$ cat config.mk
export PLATFORM = sky130hd
export DESIGN_NAME = barrier_servo_ctrl
export DESIGN_NICKNAME = d
export VERILOG_FILES = /design/src/rtl/barrier_servo_ctrl.sv
export SDC_FILE = /design/constraint.sdc
export NUM_CORES = 1
export LEC_CHECK = 0
export ABC_CLOCK_PERIOD_IN_PS = 5100
export CORE_AREA = 2 2 116 118
export CTS_BUF_LIST = sky130_fd_sc_hd__clkbuf_16
export CTS_CLUSTER_SIZE = 10
export DETAILED_ROUTE_END_ITERATION = 10
export DIE_AREA = 0 0 118 120
export SYNTH_ARGS = -nofsm -noshare
export SYNTH_HDL_FRONTEND = slang
export SYNTH_SLANG_ARGS = --single-unit
$ cat constraint.sdc
create_clock -name clk -period 5.1 [get_ports clk]
set_clock_uncertainty 0.2 [all_clocks]
set_input_delay 1.02 -clock clk [delete_from_list [all_inputs] [get_ports clk]]
set_output_delay 1.02 -clock clk [all_outputs]
set_load 0.01 [all_outputs]
$ cat src/rtl/barrier_servo_ctrl.sv
// Parking barrier servo driver: slewed 50 Hz PWM, hold-open timer, obstruction reversal.
// Optional pass counter enabled by defining PASS_COUNT_EN; otherwise car_count reads 0.
module barrier_servo_ctrl #(
  parameter int PWM_PERIOD_CYC   = 200000,
  parameter int PULSE_CLOSED_CYC = 10000,
  parameter int PULSE_OPEN_CYC   = 20000,
  parameter int SLEW_STEP_CYC    = 500,
  parameter int HOLD_OPEN_FRAMES = 250
) (
  input  logic       clk,
  input  logic       reset,
  input  logic       open_req,
  input  logic       car_present,
  output logic       pwm_out,
  output logic       is_closed,
  output logic       is_open,
  output logic       busy,
  output logic [7:0] car_count
);

  localparam int W  = $clog2(PWM_PERIOD_CYC) + 1;
  localparam int HW = (HOLD_OPEN_FRAMES < 1) ? 1 : $clog2(HOLD_OPEN_FRAMES + 1);

  localparam logic [W-1:0]  CNT_LAST  = W'(PWM_PERIOD_CYC - 1);
  localparam logic [W-1:0]  PW_CLOSED = W'(PULSE_CLOSED_CYC);
  localparam logic [W-1:0]  PW_OPEN   = W'(PULSE_OPEN_CYC);
  localparam logic [W:0]    STEP_X    = (W+1)'(SLEW_STEP_CYC);
  localparam logic [HW-1:0] HOLD_LOAD = HW'(HOLD_OPEN_FRAMES);

  typedef enum logic [1:0] {
    CLOSED    = 2'd0,
    OPENING   = 2'd1,
    OPEN_HOLD = 2'd2,
    CLOSING   = 2'd3
  } state_t;

  state_t        state, state_n;
  logic [W-1:0]  cnt, cnt_n;
  logic [W-1:0]  pw, pw_n;
  logic [HW-1:0] hold_cnt, hold_n;
  logic          run;
  logic          req_m, req_s, car_m, car_s;
  logic          frame_end;
  logic [W:0]    up_sum;
  logic [W-1:0]  pw_up, pw_dn;

  always_ff @(posedge clk or posedge reset) begin
    if (reset) begin
      req_m <= 1'b0;
      req_s <= 1'b0;
      car_m <= 1'b0;
      car_s <= 1'b0;
    end else begin
      req_m <= open_req;
      req_s <= req_m;
      car_m <= car_present;
      car_s <= car_m;
    end
  end

  assign frame_end = (cnt == CNT_LAST);

  // Counter is held at 0 for the first cycle after reset so the first pulse covers cnt=0.
  always_comb begin
    cnt_n = cnt + W'(1);
    if (!run || frame_end) cnt_n = '0;
  end

  assign up_sum = {1'b0, pw} + STEP_X;
  assign pw_up  = (up_sum >= {1'b0, PW_OPEN}) ? PW_OPEN : up_sum[W-1:0];
  assign pw_dn  = ({1'b0, pw} >= ({1'b0, PW_CLOSED} + STEP_X)) ? (pw - STEP_X[W-1:0]) : PW_CLOSED;

  always_comb begin
    state_n = state;
    pw_n    = pw;
    hold_n  = hold_cnt;
    case (state)
      CLOSED: begin
        if (req_s) state_n = OPENING;
      end
      OPENING: begin
        if (frame_end) begin
          pw_n = pw_up;
          if (pw_up == PW_OPEN) begin
            state_n = OPEN_HOLD;
            hold_n  = HOLD_LOAD;
          end
        end
      end
      OPEN_HOLD: begin
        if (req_s || car_s)      hold_n  = HOLD_LOAD;
        else if (hold_cnt == '0) state_n = CLOSING;
        else if (frame_end)      hold_n  = hold_cnt - HW'(1);
      end
      CLOSING: begin
        // Reversal wins over a same-cycle arrival at the closed endpoint.
        if (req_s || car_s) begin
          state_n = OPENING;
        end else if (frame_end) begin
          pw_n = pw_dn;
          if (pw_dn == PW_CLOSED) state_n = CLOSED;
        end
      end
      default: state_n = CLOSED;
    endcase
  end

  always_ff @(posedge clk or posedge reset) begin
    if (reset) begin
      state    <= CLOSED;
      pw       <= PW_CLOSED;
      hold_cnt <= '0;
      cnt      <= '0;
      run      <= 1'b0;
      pwm_out  <= 1'b0;
    end else begin
      state    <= state_n;
      pw       <= pw_n;
      hold_cnt <= hold_n;
      cnt      <= cnt_n;
      run      <= 1'b1;
      pwm_out  <= (cnt_n < pw_n);
    end
  end

  assign is_closed = (state == CLOSED);
  assign is_open   = (state == OPEN_HOLD);
  assign busy      = (state == OPENING) || (state == CLOSING);

`ifdef PASS_COUNT_EN
  logic       car_d;
  logic [7:0] pass_cnt;

  always_ff @(posedge clk or posedge reset) begin
    if (reset) begin
      car_d    <= 1'b0;
      pass_cnt <= 8'd0;
    end else begin
      car_d <= car_s;
      if (car_d && !car_s && (state == OPEN_HOLD || state == CLOSING))
        pass_cnt <= pass_cnt + 8'd1;
    end
  end

  assign car_count = pass_cnt;
`else
  assign car_count = 8'd0;
`endif

endmodule
== Word level (Yosys, flattened, before mapping) ==
Cells that the tools add are included.

* Latch bits: 0
* Output and inout bits: 12
* Logic and storage cells: 63
* Bits of input ports: 4
* Memories: 0
* Bits in writable memories: 0
* Register bits: 54
* Memory bits (read-only): 0

* Reductions and logical operators: 9
* Mux-type cells: 22
* Div/mod/pow operators: 0
* Order comparisons: 3
* Bitwise gates (word level): 0
* Shift-type cells: 0
* Add/sub/neg operators: 4
* Multipliers: 0
* Eq/ne operators: 15

{| class="wikitable"
|+ Operators with widths
! operator !! number
|-
| $mux W19 || 6
|-
| $mux W8 || 5
|-
| $pmux W19 S2 || 1
|-
| $add A19 B9 Y20 const B || 1
|-
| $ge A20 B15 Y1 const B || 1
|-
| $add A19 B1 Y19 const B || 1
|-
| $eq A19 B14 Y1 const B || 1
|-
| $eq A19 B15 Y1 const B || 1
|-
| $eq A19 B18 Y1 const B || 1
|-
| $ge A19 B14 Y1 const B || 1
|-
| $lt A19 B19 Y1 || 1
|-
| $sub A19 B9 Y19 const B || 1
|-
| $mux W2 || 8
|-
| $pmux W8 S2 || 1
|-
| $ne A3 B3 Y1 const B || 3
|-
| $logic_not A8 Y1 || 1
|-
| $pmux W2 S4 || 1
|-
| $sub A8 B1 Y8 const B || 1
|-
| $reduce_and A7 Y1 || 1
|-
| $ne A2 B2 Y1 const B || 3
|-
| $reduce_and A5 Y1 || 1
|-
| $eq A2 B2 Y1 const B || 2
|-
| $ne A2 B1 Y1 const B || 2
|-
| $logic_or A1 B1 Y1 || 3
|-
| other kinds (5) || 5
|}

== Logic depth before layout (Yosys ltp) ==
Gate-level depths: netlist of run 1.

* Depth after elaboration: 7
* Depth in mapped cells: 18
* Depth with buffers taken out: 17

== Worst setup path after synthesis of run 1 ==
No wires, ideal clock.

* Kind: reg2reg
* Start point: register pw[2]
* End point: register pwm_out
* Library setup time: 0.082 ns
* Arrival: 3.247 ns
* Data required time: 4.818 ns
* Slack: 1.571 ns
* Path buffers: 1
* Clock period less this slack: 3.529 ns
* Cell stages (with the launch flop): 19
* Cells stage by stage: dfrtp_1 -> clkbuf_1 -> inv_1 -> ha_1 -> nand3b_1 -> o21ai_0 -> or2_2 -> a31o_2 -> nand2_1 -> o31a_1 -> o21a_1 -> ha_1 -> a21o_1 -> a21oi_1 -> nor2b_1 -> o21ai_0 -> a21oi_1 -> nand3b_1 -> a31oi_1

* Word-level cells in the longest chain between the ends: 6
* Elaborated cells on any way between the ends: 11
* Those cells by class: 2 x add/sub; 3 x order compare; 6 x mux

{| class="wikitable"
|+ Ends and longest elaborated chain
! element !! line !! source
|-
| from (decl) || 39 || <nowiki>logic [W-1:0] pw, pw_n;</nowiki>
|-
| from (signal assigned) || 118 || <nowiki>pw <= pw_n;</nowiki>
|-
| $add A19 B9 Y20 (tied with other cells) || 69 || <nowiki>assign up_sum = {1'b0, pw} + STEP_X;</nowiki>
|-
| $ge A20 B15 Y1 or $mux W19 (tied branches) || 70, 71 ||
|-
| $mux W19 (on tied branches) || 70, 99 ||
|-
| $mux W19 (on tied branches) || 82, 97 ||
|-
| $pmux W19 S2 * || 77 || <nowiki>case (state)</nowiki>
|-
| $lt A19 B19 Y1 * || 122 || <nowiki>pwm_out <= (cnt_n < pw_n);</nowiki>
|-
| to (signal assigned) || 122 ||
|-
| to (decl) || 14 || <nowiki>output logic pwm_out,</nowiki>
|}

Mark *: on every way between the ends. The rest lies on a longest branch, timed or not.
A chain may end at the register's enable or synchronous reset.

== Final worst setup path of run 1 ==
Ends and elaborated chain as after synthesis.

==> flow_metrics.env, run 1 <==
export IMPL_slew_violations=0
export IMPL_hold_path_depth=0
export IMPL_postCtsSetupRepairBufs=0
export IMPL_diodes=0
export IMPL_hold_buffers=0
export IMPL_die_h_um=120
export IMPL_finalPower_mw=1.13
export IMPL_fin_crit_sh_pct=84.8
export IMPL_synth_compound_area_share_pct=23.4
export IMPL_synth_top_area_share_pct=27.5
export IMPL_cts_tree="built"
export IMPL_first_pass_iters=5
export IMPL_synth_warnings=0
export IMPL_power_leakage_nw=1.94
export IMPL_fin_area_um2=4760
export IMPL_clkLatencyLatePin_ps=300
export IMPL_r2r_end="pwm_out"
export IMPL_vdd_drop_max_uv=273
export IMPL_cts_buffers=5
export IMPL_r2r_start="pw[2]"
export IMPL_dieArea_um2=14200
export IMPL_synth_fa_ha_area_share_pct=7.85
export IMPL_period_minus_slack_ps=4320
export IMPL_vias=4012
export IMPL_hold_viol_final=0
export IMPL_syn_cell_area_um2=4460
export IMPL_synthArstFlopShare_pct=100
export IMPL_ys_ff_latch=54
export IMPL_clk_pin_slew_ps=80
export IMPL_ys_flop_type="dfrtp_1"
export IMPL_synth_cell_types=76
export IMPL_overflow=0
export IMPL_crit_path_end_kind="flip-flop"
export IMPL_setup_viol=0
export IMPL_portBuffers=7
export IMPL_dr_first_iter_drc_count=381
export IMPL_rsz0062_at_grt="no"
export IMPL_areaGrowthSynthToFinish_pct=6.79
export IMPL_synth_mux_area_share_pct=1.15
export IMPL_synth_xor_area_share_pct=5.10
export IMPL_cp_max_fo=17
export IMPL_antenna_found_initial=0
export IMPL_max_cap_violations=0
export IMPL_synth_cells=529
export IMPL_cts_max_path_buffers=2
export IMPL_hold_end="req_s"
export IMPL_hold_path_startpoint="req_m"
export IMPL_ys_seq_area_share_pct=30.4
export IMPL_start_kind="flip-flop"
export IMPL_setup_tns_final_ps=0
export IMPL_initial_utilization_pct=34.4
export IMPL_die_x_um=118
export IMPL_grt_pass1_wl_um=20000
export IMPL_grt_pass1_vias=3747
export IMPL_drt_wl_total_um=12200
export IMPL_grt_start_max_net_pins=34
export IMPL_synthTopCellsByCount="57 x nor2_1, 49 x dfrtp_1, 38 x nand2_1, 28 x ha_1, 28 x nor3_1"
export IMPL_core_area_um2=13000
export IMPL_pin_count=16
export IMPL_fp_row_count=42
export IMPL_crit_type="reg -> reg"
export IMPL_num_fill_cells=1333
export IMPL_cp_arrival_ps=4340
export IMPL_ant_nets=0
export IMPL_root_buffer="clkbuf_16"
export IMPL_ff2ff_setup_slack_ps=780
export IMPL_synth_top_family_by_area="simple AND/OR/NAND/NOR gates"
export IMPL_synth_area_leaders="dfrtp_1 27%, ha_1 7.9%, nor2_1 4.8%"
export IMPL_holdCritPathClass="reg -> reg"
export IMPL_synth_avg_cell_area_um2=8.43
export IMPL_layout_setup_ws_ps=777
export IMPL_gp_congestion=0.973
export IMPL_dp_slack_ps=898
export IMPL_p_per_area_nw_per_um2=238
export IMPL_synth_most_common_cell="nor2_1"
export IMPL_wire_per_inst_um=17.5
export IMPL_synth_top_area_cell="dfrtp_1"
export IMPL_numClockSinks=54
export IMPL_tightest_slew_ps=817
export IMPL_cp_data_required_time_ps=5120
export IMPL_timing_fmax_mhz=231
export IMPL_post_cts_resized=0
export IMPL_drive_gt1_share_pct=8.06
export IMPL_run_status="completed"
export IMPL_max_slew_margin_rel_pct=45.3
export IMPL_synth_edff_count=0
export IMPL_reg2regPathDepth=16
export IMPL_htreeDepth=2
export IMPL_place_area_um2=4610
export IMPL_dp_final_hpwl_um=9250
export IMPL_avgViaCountPerCell=5.76
export IMPL_final_nets=552
export IMPL_drc=0
export IMPL_synth_simple_area_share_pct=26.4
export IMPL_track_usage_pct=17.5
==> cell type report <==
| type | instances | area (um^2) | area share, % |
|---|---|---|---|
| flip-flops and latches | 54 | 1360 | 28.5 |
| repair buffers | 8 | 77.6 | 1.63 |
| multi-input cells | 432 | 2880 | 60.5 |
| inverters | 19 | 71.3 | 1.50 |
| well taps | 176 | 220 | 4.62 |
| clock inverters | 3 | 28.8 | 0.604 |
| clock buffers | 5 | 125 | 2.63 |
==> logic make-up (layout without fill, tap and decap cells) <==
| kind of cell | Yosys count | in the layout |
|---|---|---|
| AND/OR/NAND/NOR | 226 | 226 |
| AO/OA/AOI/OAI | 138 | 138 |
| flip-flops | 54 | 54 |
| buffers and inverters | 50 | 35 |
| adder cells (fa/ha/maj) | 28 | 28 |
| XOR/XNOR | 26 | 26 |
| multiplexers | 5 | 5 |
| other | 2 | 9 |
==> registers in the layout, indices dropped and copies added, names as in the netlist <==
name and count:
run 1, req_s 1, car_m 1, state 2, cnt 19, req_m 1, pwm_out 1, hold_cnt 8
pw 19, car_s 1
==> worst max path at each step <==
stage	from	end	slack (ps)	cells after the start
after floorplan	pw[2]	pwm_out	1570	18
after global placement	pw[2]	pwm_out	1050	16
after detailed placement	pw[2]	pwm_out	900	16
after CTS	pw[2]	pwm_out	840	16
after global routing	pw[2]	pwm_out	440	16
final	pw[2]	pwm_out	780	16
==> routing by layer <==
metal  up-vias  GRT usage (%)  wire (um)
met1      1944           25.2       5760
met4         0           5.27        262
met2       134           27.5       5580
met5         -              0          0
met3        22           2.28        584
li1       1912              -          -
==> report_power, final <==
group	leakage, nW	internal, mW	switching, mW
Combinational	1.18	0.118	0.187
Sequential	0.685	0.450	0.0220
Clock	0.0759	0.188	0.168
Total	1.94	0.755	0.377
==> critical path, stage by stage (launching register included) <==
cell and delay (ps):
dfrtp_1 740, ha_1 420, nor3_2 120, a21oi_1 330, o211a_1 240, o22ai_2 120, a21oi_1 340, nand3_1 260
o21a_1 260, ha_1 290, a21o_1 160, a21oi_1 150, nor2b_1 60, o21ai_0 140, a21oi_1 90, nand3b_1 160
a31oi_1 140
==> metrics by stage <==
step | util [%] | hold slack, ps | cells
floorplan | - | 131 | 536
global placement | 35.5 | 139 | 689
detailed placement | 35.5 | 135 | 689
CTS | 36.7 | 151 | 697
global route | 36.7 | 172 | 697
finish | 36.7 | 149 | 697
==> cell usage in the layout (no fill, tap or decap), drive strengths merged, types with 5 or more instances in the layout <==
cell	count
a211oi	13
a21o	7
a21oi	23
a221oi	5
and2	13
and3	7
clkbuf	5
clkdlybuf4s50	7
conb	9
dfrtp	49
dfstp	5
ha	28
inv	20
nand2	39
nand3	22
nand4	13
nor2	58
nor2b	7
nor3	30
o21a	13
o21ai	31
o221ai	5
or2	7
or3	5
xnor2	12
xor2	14
(Power assumes the default switching activity.)
==> inputs of run 2 (changes only) <==
--- a/config.mk
+++ b/config.mk
@@ -5,7 +5,7 @@
 export SDC_FILE = /design/constraint.sdc
 export NUM_CORES = 1
 export LEC_CHECK = 0
-export ABC_CLOCK_PERIOD_IN_PS = 5100
+export ABC_CLOCK_PERIOD_IN_PS = 4100
 export CORE_AREA = 2 2 116 118
 export CTS_BUF_LIST = sky130_fd_sc_hd__clkbuf_16
 export CTS_CLUSTER_SIZE = 10
==> constraint.sdc (replaced) <==
create_clock -name clk -period 4.1 [get_ports clk]
set_clock_uncertainty 0.2 [all_clocks]
set_input_delay 0.82 -clock clk [delete_from_list [all_inputs] [get_ports clk]]
set_output_delay 0.82 -clock clk [all_outputs]
set_load 0.01 [all_outputs]
==> flow_metrics.env, run 2 (synthesis gave the netlist of run 1 again) <==
export IMPL_run_status="completed"
export IMPL_max_slew_margin_rel_pct=49.6
export IMPL_core_area_um2=13000
export IMPL_grt_pass1_wl_um=20900
export IMPL_dr_first_iter_drc_count=267
export IMPL_track_usage_pct=18.6
export IMPL_hold_path_depth=0
export IMPL_p_int_mw=1.01
export IMPL_portBuffers=7
export IMPL_num_fill_cells=1306
export IMPL_vias=4127
export IMPL_r2r_start="pw[6]"
export IMPL_grt_start_max_net_pins=25
export IMPL_cp_data_required_time_ps=4130
export IMPL_numClockSinks=54
export IMPL_holdCritPathClass="reg -> reg"
export IMPL_pin_count=16
export IMPL_dp_final_hpwl_um=10000
export IMPL_crit_type="reg -> reg"
export IMPL_startpoint="pw[6]"
export IMPL_drive_gt1_share_pct=13.2
export IMPL_period_minus_slack_ps=3870
export IMPL_switchingPower_uw=487
export IMPL_cp_max_fo=8
export IMPL_cts_tree="built"
export IMPL_wire_per_inst_um=18.1
export IMPL_vdd_drop_max_uv=259
export IMPL_diodes=0
export IMPL_die_h_um=120
export IMPL_multi_input_area_um2=2910
export IMPL_finalNonFillerCells=723
export IMPL_mostFrequentLayoutCells="57 x nor2_1, 49 x dfrtp_1, 38 x nand2_1"
export IMPL_avgViaCountPerCell=5.71
export IMPL_hold_buffers=0
export IMPL_pwr_share_seq_pct=39.4
export IMPL_hold_viol_final=0
export IMPL_cts_buffers=5
export IMPL_areaGrowthSynthToFinish_pct=12.1
export IMPL_ant_nets=0
export IMPL_register_area_um2=1360
export IMPL_slew_violations=0
export IMPL_final_common_cell="nor2_1"
export IMPL_overflow=0
export IMPL_reg_top3="cnt x19, pw x19, hold_cnt x8"
export IMPL_fp_row_count=42
export IMPL_power_leakage_nw=2.09
export IMPL_pwr_share_comb_pct=25.7
export IMPL_cts_max_path_buffers=2
export IMPL_dp_cells=714
export IMPL_drc=0
export IMPL_rsz0062_at_grt="no"
export IMPL_initial_utilization_pct=34.4
export IMPL_grt_pass1_vias=3796
export IMPL_gp_congestion=0.971
export IMPL_post_route_util_pct=38.5
export IMPL_finalPower_mw=1.49
export IMPL_hold_path_startpoint="req_m"
export IMPL_crit_path_end_kind="flip-flop"
export IMPL_start_kind="flip-flop"
export IMPL_setup_tns_final_ps=0
export IMPL_swShare_pct=32.6
export IMPL_clkLatencyLatePin_ps=310
export IMPL_antenna_found_initial=0
export IMPL_root_buffer="clkbuf_16"
export IMPL_clk_pin_slew_ps=80
export IMPL_p_per_area_nw_per_um2=298
export IMPL_fin_crit_sh_pct=94.4
export IMPL_p_clk_share_pct=34.9
export IMPL_drt_wl_total_um=13100
export IMPL_setup_viol=0
export IMPL_tightest_slew_ps=756
export IMPL_cp_arrival_ps=3900
export IMPL_dieArea_um2=14200
export IMPL_final_nets=578
export IMPL_htreeDepth=2
export IMPL_first_pass_iters=5
export IMPL_max_cap_violations=0
export IMPL_die_x_um=118
export IMPL_timing_fmax_mhz=258
export IMPL_reg2regPathDepth=15
==> run 2: worst max-delay path: stages (launching register included) <==
cell and delay (ps):
dfrtp_1 550, a2111o_1 500, nor2_1 330, a211oi_2 150
o22ai_2 280, a21oi_2 130, buf_4 160, and2_1 140
o221a_2 290, ha_1 280, nor2b_1 130, o21ai_0 160
a21oi_1 80, o21ai_0 160, nand3b_1 90, a31oi_1 140
==> run 2: through the flow <==
step / hold slack (ps) / setup WS (ps) / instance area [um^2]
floorplan: 131 / 571 / 4490
global placement: 133 / 286 / 4800
detailed placement: 141 / 221 / 4800
CTS: 158 / 173 / 4970
global route: 165 / 17.8 / 5000
finish: 153 / 230 / 5000
==> run 2: area by class of cell <==
class,count,area share [%]
Multi-Input combinational cell,432,58.1
Sequential cell,54,27.1
Timing Repair Buffer,34,5.45
Tap cell,176,4.40
Clock buffer,5,2.50
Inverter,19,1.43
Clock inverter,3,0.975
==> run 2: worst paths after layout <==
kind	endpoint	slack [ps]
worst min-delay path	req_s	150
min in group asynchronous	cnt[7]	680
max in group asynchronous	pw[8]	2320
worst max register to register	pwm_out	230
worst min register to register	req_s	150
worst max-delay path	pwm_out	230
==> run 2: layer usage <==
| metal | up-vias | track usage [%] | wire (um) | share of wire, % |
|---|---|---|---|---|
| li1 | 1964 | - | - | - |
| met1 | 1985 | 26.2 | 6060 | 46 |
| met2 | 159 | 28.8 | 5940 | 45 |
| met3 | 19 | 3.18 | 803 | 6.1 |
| met4 | 0 | 6.10 | 267 | 2.0 |
| met5 | - | 0 | 0 | 0 |
==> run 2: power groups by stage <==
stage | registers, mW | logic [mW] | clock network, mW
5_1_grt | 0.593 | 0.433 | 0.553
6_report | 0.589 | 0.384 | 0.521
3_5_place_dp | 0.598 | 0.386 | 0
4_1_cts | 0.587 | 0.388 | 0.533
3_3_place_gp | 0.596 | 0.378 | 0
2_1_floorplan | 0.591 | 0.267 | 0
==> run 2: what timing repair did <==
action	4_1_cts	5_1_grt
buffers inserted	0	1
resized for setup	0	5
endpoints found under the setup margin	0	1
hold endpoints to repair	0	0
